`config.mk`:
```
export PLATFORM = sky130hd
export DESIGN_NAME = timer_irq_ctrl_flat
export DESIGN_NICKNAME = d
export VERILOG_FILES = /design/src/rtl/timer_irq_ctrl_if.sv /design/src/rtl/timer_irq_ctrl.sv /design/src/flat_wrapper.sv
export SDC_FILE = /design/constraint.sdc
export NUM_CORES = 1
export LEC_CHECK = 0
export BUFFER_PORTS_ARGS = -buffer_cell sky130_fd_sc_hd__buf_2
export CAP_MARGIN = 20
export CORE_ASPECT_RATIO = 2
export CORE_MARGIN = 3
export CORE_UTILIZATION = 32
export CTS_BUF_LIST = sky130_fd_sc_hd__clkbuf_16
export DETAILED_ROUTE_END_ITERATION = 6
export PLACE_DENSITY = 0.58
export SYNTH_ARGS = -nofsm -noshare
export SYNTH_HDL_FRONTEND = slang
export SYNTH_SLANG_ARGS = --single-unit
```
`constraint.sdc`:
```
create_clock -name clk -period 1.6 [get_ports clk]
set_clock_uncertainty 0.2 [all_clocks]
set_input_delay 0.32 -clock clk [delete_from_list [all_inputs] [get_ports clk]]
set_output_delay 0.32 -clock clk [all_outputs]
set_load 0.02 [all_outputs]
```
`src/rtl/timer_irq_ctrl_if.sv`:
```
// Core-side and timer-side signal bundle for timer_irq_ctrl.
// The slave modport is the controller; the master modport is whoever drives it.
interface timer_irq_ctrl_if #(
    parameter int MISS_W = 8
);
    logic              tmr_irq;
    logic              start;
    logic              stop;
    logic              cmp_wr;
    logic [31:0]       cmp_in;
    logic              irq_en;
    logic              irq_ack;
    logic              irq_done;
    logic              tmr_enable;
    logic [31:0]       cmp_out;
    logic              irq_req;
    logic              pending;
    logic              in_service;
    logic [MISS_W-1:0] miss_cnt;

    modport slave (
        input  tmr_irq, start, stop, cmp_wr, cmp_in, irq_en, irq_ack, irq_done,
        output tmr_enable, cmp_out, irq_req, pending, in_service, miss_cnt
    );

    modport master (
        output tmr_irq, start, stop, cmp_wr, cmp_in, irq_en, irq_ack, irq_done,
        input  tmr_enable, cmp_out, irq_req, pending, in_service, miss_cnt
    );
endinterface

```
`src/rtl/timer_irq_ctrl.sv`:
```
// Timer run/compare control plus a one-deep interrupt request/service handshake
// with a saturating counter of events dropped while one was already pending.
module timer_irq_ctrl #(
    parameter int MISS_W = 8
) (
    input  logic             clk,
    input  logic             reset,
    timer_irq_ctrl_if.slave  bus
);
    localparam logic [1:0] ST_IDLE    = 2'd0;
    localparam logic [1:0] ST_REQ     = 2'd1;
    localparam logic [1:0] ST_SERVICE = 2'd2;

    logic [1:0]        state_q, state_d;
    logic              run_q, run_d;
    logic [31:0]       cmp_q, cmp_d;
    logic              pending_q, pending_d;
    logic [MISS_W-1:0] miss_q, miss_d;
    logic              tmr_irq_q;

    logic irq_event;
    logic ack_fire;

    assign irq_event = bus.tmr_irq & ~tmr_irq_q;
    assign ack_fire  = (state_q == ST_REQ) & bus.irq_ack;

    always_comb begin
        // NOTE: every next-state signal is defaulted first so no path infers a latch.
        state_d   = state_q;
        run_d     = run_q;
        cmp_d     = cmp_q;
        pending_d = pending_q;
        miss_d    = miss_q;

        if (bus.stop) begin
            run_d = 1'b0;
        end else if (bus.start) begin
            run_d = 1'b1;
        end

        if (bus.cmp_wr) begin
            cmp_d = bus.cmp_in;
        end

        // An event landing on the ack edge refills the slot the ack just emptied.
        if (ack_fire) begin
            pending_d = irq_event;
        end else if (irq_event) begin
            if (!pending_q) begin
                pending_d = 1'b1;
            end else if (!(&miss_q)) begin
                miss_d = miss_q + 1'b1;
            end
        end

        case (state_q)
            ST_IDLE:    if (pending_q && bus.irq_en) state_d = ST_REQ;
            ST_REQ:     if (bus.irq_ack)             state_d = ST_SERVICE;
            ST_SERVICE: if (bus.irq_done)            state_d = ST_IDLE;
            default:                                 state_d = ST_IDLE;
        endcase
    end

    always_ff @(posedge clk) begin
        // NOTE: non-blocking assignments so every register samples pre-edge values.
        if (reset) begin
            state_q   <= ST_IDLE;
            run_q     <= 1'b0;
            cmp_q     <= '0;
            pending_q <= 1'b0;
            miss_q    <= '0;
            tmr_irq_q <= 1'b0;
        end else begin
            state_q   <= state_d;
            run_q     <= run_d;
            cmp_q     <= cmp_d;
            pending_q <= pending_d;
            miss_q    <= miss_d;
            tmr_irq_q <= bus.tmr_irq;
        end
    end

    assign bus.tmr_enable = run_q;
    assign bus.cmp_out    = cmp_q;
    assign bus.irq_req    = (state_q == ST_REQ);
    assign bus.pending    = pending_q;
    assign bus.in_service = (state_q == ST_SERVICE);
    assign bus.miss_cnt   = miss_q;
endmodule

```
`src/flat_wrapper.sv`:
```
// flat-port wrapper written by rule: the top's interface ports become plain ports
module timer_irq_ctrl_flat 
#(
    parameter int MISS_W = 8
)
  (clk, reset, bus_tmr_irq, bus_start, bus_stop, bus_cmp_wr, bus_cmp_in, bus_irq_en, bus_irq_ack, bus_irq_done, bus_tmr_enable, bus_cmp_out, bus_irq_req, bus_pending, bus_in_service, bus_miss_cnt);
  timer_irq_ctrl_if #(.MISS_W(MISS_W)) bus_i ();
  input  logic clk;
  input  logic reset;
  input wire logic [$bits(bus_i.tmr_irq)-1:0] bus_tmr_irq;
  input wire logic [$bits(bus_i.start)-1:0] bus_start;
  input wire logic [$bits(bus_i.stop)-1:0] bus_stop;
  input wire logic [$bits(bus_i.cmp_wr)-1:0] bus_cmp_wr;
  input wire logic [$bits(bus_i.cmp_in)-1:0] bus_cmp_in;
  input wire logic [$bits(bus_i.irq_en)-1:0] bus_irq_en;
  input wire logic [$bits(bus_i.irq_ack)-1:0] bus_irq_ack;
  input wire logic [$bits(bus_i.irq_done)-1:0] bus_irq_done;
  output wire logic [$bits(bus_i.tmr_enable)-1:0] bus_tmr_enable;
  output wire logic [$bits(bus_i.cmp_out)-1:0] bus_cmp_out;
  output wire logic [$bits(bus_i.irq_req)-1:0] bus_irq_req;
  output wire logic [$bits(bus_i.pending)-1:0] bus_pending;
  output wire logic [$bits(bus_i.in_service)-1:0] bus_in_service;
  output wire logic [$bits(bus_i.miss_cnt)-1:0] bus_miss_cnt;
  assign bus_i.tmr_irq = bus_tmr_irq;
  assign bus_i.start = bus_start;
  assign bus_i.stop = bus_stop;
  assign bus_i.cmp_wr = bus_cmp_wr;
  assign bus_i.cmp_in = bus_cmp_in;
  assign bus_i.irq_en = bus_irq_en;
  assign bus_i.irq_ack = bus_irq_ack;
  assign bus_i.irq_done = bus_irq_done;
  assign bus_tmr_enable = bus_i.tmr_enable;
  assign bus_cmp_out = bus_i.cmp_out;
  assign bus_irq_req = bus_i.irq_req;
  assign bus_pending = bus_i.pending;
  assign bus_in_service = bus_i.in_service;
  assign bus_miss_cnt = bus_i.miss_cnt;
  timer_irq_ctrl #(.MISS_W(MISS_W)) u_core (.clk(clk), .reset(reset), .bus(bus_i));
endmodule
```
# ---- Yosys cells after proc, flatten, opt, wreduce, memory -nomap -nowiden
# Index checks and enable logic that the tools add are counted.
dict set report op_classes {
  reduce_logical 7
  n_mux 6
  n_bitwise 5
  n_addsub 1
  eq_ne 5
}
# op n
set ops {}
lappend ops {{adder 8 x 1 -> 8 bit, second input constant} 1}
lappend ops {{AND reduction 8 bit} 1}
lappend ops {{2-to-1 mux 2 bit} 3}
lappend ops {{case mux 2 bit (3 select lines)} 1}
lappend ops {{inequality test 2 bit, second input constant} 2}
lappend ops {{AND reduction 4 bit} 1}
lappend ops {{inverter 1 bit} 3}
lappend ops {{AND reduction 3 bit} 1}
lappend ops {{AND 1 bit} 2}
lappend ops {{equality test 2 x 1 -> 1 bit, second input constant} 1}
lappend ops {{equality test 2 bit, second input constant} 1}
lappend ops {{logical NOT 2 bit} 1}
lappend ops {{2-to-1 mux 1 bit} 2}
lappend ops {{inequality test 2 x 1 -> 1 bit, second input constant} 1}
lappend ops {{nonzero test 2 bit} 1}
lappend ops {{OR reduction 2 bit} 1}
lappend ops {{logical AND 1 bit} 1}
dict set report word_totals {
  out_inout_bits 44
  in_bits 41
  elab_cells 30
  regBits 45
}

# ---- Longest topological paths before layout
dict set report depth {
  depth_word 4
  mapped_depth 5
  ltp_nobuf 5
}

# ---- Worst setup path before layout
# No wires, ideal clock.
dict set report synth_path {
  path_kind {reg-to-reg}
  start {reg u_core.pending_q, in the netlist u_core.bus.pending}
  end {reg u_core.miss_q[5], in the netlist u_core.bus.miss_cnt[5]}
  setup_ns 0.071
  path_slack_ns -0.085
  required_ns 1.329
  arrival_time_ns 1.415
  path_stages_with_launch 5
  synth_period_minus_slack_ns 1.685
  path_buffers 0
  path_cell_list {dfxtp_1 > nand3b_1 > nor3_4 > or4b_1 > a21oi_1}
}
dict set report synth_between {
  elab_chain_len 1
}
# element line
set synth_lines {}
lappend synth_lines {{from (decl)} timer_irq_ctrl.sv:17} ;# logic pending_q, pending_d;
lappend synth_lines {{from (signal assigned)} timer_irq_ctrl.sv:77} ;# pending_q <= pending_d;
lappend synth_lines {{AND reduction 4 bit (no line)} n/a}
lappend synth_lines {{to (signal assigned)} timer_irq_ctrl.sv:78} ;# miss_q <= miss_d;
lappend synth_lines {{to (decl)} timer_irq_ctrl.sv:18} ;# logic [MISS_W-1:0] miss_q, miss_d;
# Every way passes these cells.
# A chain may end at the register's enable or synchronous reset.

# ---- Final worst setup path
dict set report layout_path {
  start {reg u_core.state_q[1]}
  end {reg u_core.miss_q[5], in the netlist u_core.bus.miss_cnt[5]}
}
dict set report layout_between {
  elab_chain_len 4
}
# element line
set layout_lines {}
lappend layout_lines {{from (decl)} timer_irq_ctrl.sv:14} ;# logic [1:0] state_q, state_d;
lappend layout_lines {{from (signal assigned)} timer_irq_ctrl.sv:74} ;# state_q <= state_d;
lappend layout_lines {{equality test 2 x 1 -> 1 bit} timer_irq_ctrl.sv:25} ;# assign ack_fire = (state_q == ST_REQ) & bus.irq_ack;
lappend layout_lines {{AND 1 bit} timer_irq_ctrl.sv:25}
lappend layout_lines {{inverter 1 bit (no line)} n/a}
lappend layout_lines {{AND reduction 4 bit (no line)} n/a}
# Every way passes these cells.

==> summary.md <==
| Metric | Value |
|---|---|
| Status | `completed` |
| Antenna Cells | `0` |
| Placed cell areas | `2300 um2` |
| DR iter-0 viols | `31` |
| Synthesis-stage register bit count | `45` |
| HP Class | `in -> reg` |
| Register area | `slightly above 900 um2` |
| Multi-input logic area | `793 um2` |
| Routed vias | `1544` |
| Critical path, cell by cell | `and3b_4 > nor3_4 > or4b_1 > a21oi_2` |
| P_leak | `1.24 nW` |
| Power Density | `992 nW/um2` |
| Syn_nets | `roughly 210` |
| First-pass GRT wire length | `6330 um` |
| Die height | `~110 um` |
| WL/cell | `around 13 um` |
| Worst Setup SP | `u_core.state_q[1]` |
| Worst EP required | `1610 ps` |
| Syn-to-layout area delta | `45.7%` |
| Port Buffers | `84` |
| Final hold vios | `0` |
| Worst r2r src | `u_core.state_q[1]` |
| Tmin final | `1570 ps` |
| Starting density of the core | `33.3%` |
| GP Congestion | `0.741` |
| Kind of critical path | `reg -> reg` |
| Total Routed Length | `4130 um` |
| Drt pass-1 iters | `3` |
| Cell area after layout | `2490 um2` |
| Worst vdd ir | `970 uV` |
| Antenna Violating Nets Remaining | `0` |
| RSZ-0062 raised after global routing | `yes` |
| Total die area | `6320 um2` |
| Commonest non-fill, non-tap cell in the layout | `buf_2` |
| Core area | `5140 um2` |
| Busiest grt layer | `met2` |
| Final setup margin | `34.9 ps` |
| Crit-path max cell delay | `460 ps` |
| CTS H-tree depth | `2` |
| Pins Over Slew Limit | `0` |
| CTS clk-pin slew, worst paths | `60 ps` |
| Nets@finish | `311` |
| CP Max Fanout | `3` |
| Fill cell count | `510` |
| Final setup vio count | `0` |
| Slowest cell on crit path | `or4b_1` |
| Reg2Reg Setup Slack | `30 ps` |
| Initial antenna violation count | `0` |
| Clk root buf | `clkbuf_16` |
| Avg Inst Size Synth | `10.0 um2` |
| Worst reg2reg endpoint | `u_core.bus.miss_cnt[5]` |
| Hold path start | `bus_cmp_in[23]` |
| Site Rows | `37` |
| M3 GR Usage | `under 10%` |
| Die X | `57.7 um` |
| GR Util met1 | `12.3%` |
| Global route overflow | `0` |
| Final critical-path share of the clock period | `97.8%` |
| Cell count after synthesis | `between 150 and 200` |
| Max frequency | `~640 MHz` |
| Largest net degree at the start of global routing | `33` |
| Worst reg-to-reg path cell count | `4` |
| Max-cap viol count | `0` |
| Total Routing Usage GR | `12.9%` |
| Vias in the first global route | `1478` |
| Synth Cell Area | `roughly 1700 um2` |
| CTS Buf Count | `5` |
| Yosys warnings | `0` |
| Clock Tree Buf Depth | `2` |
| CP endpoint | `u_core.bus.miss_cnt[5]` |
| DP Worst Slack | `-73.6 ps` |
| CTS tree | `done` |
| Relative slew slack | `78.4%` |
| Clk_lat worst skew | `270 ps` |
| M2 GR Usage | `24.9%` |
| Seq/Total Area, Yosys | `52.6%` |
| DRC | `0` |
| WP data arrival | `1580 ps` |
| Clock sinks | `between 40 and 50` |
| Layout cells sized above 1 | `44.8%` |
| Worst slew pin tran | `324 ps` |
| CP Capture Type | `flip-flop` |
| Commonest non-fill, non-tap cells in the layout | `buf_2 (82), dfxtp_1 (39), nor2_1 (37), mux2i_1 (32), buf_4 (15)` |
| Hold slack final | `77.5 ps` |
| Yosys cell types | `29` |
| Worst setup SP type | `flip-flop` |
| Dpl hpwl | `around 3200 um` |
| I/O pins | `85` |
| Via density | `between 4 and 5` |
-- stage by stage --
step	cells	TNS [ps]	power [mW]	util [%]
floorplan	171	0	1.42	-
global placement	318	-42.3	1.55	44.8
global route	328	-32.6	2.59	48.6
finish	328	0	2.48	48.6
CTS	327	0	2.52	47.7
detailed placement	318	-119	1.56	44.8
-- synthesized netlist by cell type, drive strengths merged --
| cell type | count | area [um2] |
|---|---|---|
| nand3b | 2 | 15.0 |
| nor2b | 3 | 18.8 |
| mux2 | 1 | 11.3 |
| o21ai | 3 | 15.0 |
| and3b | 1 | 12.5 |
| buf | 3 | 15.0 |
| or3b | 1 | 8.76 |
| a21oi | 6 | 30.0 |
| o41ai | 2 | 17.5 |
| a31oi | 2 | 12.5 |
| nand3 | 3 | 15.0 |
| or4b | 1 | 10.0 |
| and4 | 1 | 8.76 |
| mux2i | 32 | 320 |
| nor2 | 38 | 143 |
| ha | 1 | 12.5 |
| nand4 | 1 | 6.26 |
| nor3 | 6 | 41.3 |
| nand2 | 4 | 15.0 |
| nand2b | 1 | 6.26 |
| dfxtp | 45 | 901 |
| and4b | 1 | 10.0 |
| or3 | 1 | 6.26 |
| clkbuf | 6 | 22.5 |
| o311ai | 1 | 8.76 |
| and2b | 1 | 7.51 |
| inv | 2 | 7.51 |
| a211oi | 2 | 15.0 |
-- power by group --
part,switching (mW),leakage [nW],total [mW],internal [mW]
clock network,0.380,0.0687,0.944,0.564
logic,0.179,0.798,0.327,0.148
registers,0.0271,0.373,1.20,1.18
total,0.586,1.24,2.48,1.89
-- cells by family (layout without fill, tap and decap cells) --
kind of cell	after synthesis	count (layout)	share of synthesized area, %
AO/OA/AOI/OAI	16	16	5.77
adder cells (fa/ha/maj)	1	1	0.730
buffers and inverters	11	110	2.63
flip-flops	45	45	52.6
multiplexers	33	33	19.4
AND/OR/NAND/NOR	65	65	18.9
-- sequential cells by signal (all words and copies together), names as in the netlist --
| name | count |
|---|---|
| u_core.bus.cmp_out | 32 |
| u_core.bus.miss_cnt | 8 |
| u_core.state_q | 2 |
| u_core.bus.pending | 1 |
| u_core.bus.tmr_enable | 1 |
| u_core.tmr_irq_q | 1 |
-- timing repair --
action	4_1_cts	5_1_grt
setup endpoints to repair	2	7
pin swaps	1	4
cloned	0	0
resized for setup	1	11
setup buffers	0	1
hold endpoints to repair	1	0
hold buffers	1	0
-- how the worst min path moves through the flow --
| stage | endpoint | slack (ps) | depth (start not counted) |
|---|---|---|---|
| 2_1_floorplan | u_core.bus.tmr_enable | 200 | 1 |
| 3_3_place_gp | u_core.bus.cmp_out[3] | 270 | 2 |
| 3_5_place_dp | u_core.bus.cmp_out[17] | 270 | 2 |
| 4_1_cts | u_core.bus.cmp_out[23] | 70 | 3 |
| 5_1_grt | u_core.bus.cmp_out[15] | 80 | 3 |
| 6_report | u_core.bus.cmp_out[23] | 80 | 3 |
-- critical path: cells and delay by family, from the launching register on --
kind,cells,cell delay (ps)
flip-flops,1,330
AND/OR/NAND/NOR,3,850
AO/OA/AOI/OAI,1,120
-- routing by layer --
metal	wire (um)	vias up
li1	-	796
met1	1440	701
met2	2400	43
met3	230	4
met4	57	0
met5	0	-
-- final cells by class --
cell class / instances / area share (%)
Tap cell: 58 / 2.91
Multi-Input combinational cell: 115 / 31.8
Sequential cell: 45 / 36.5
Inverter: 2 / 0.301
Clock inverter: 3 / 0.502
Timing Repair Buffer: 100 / 23.0
Clock buffer: 5 / 5.02
(Power assumes the default switching activity.)
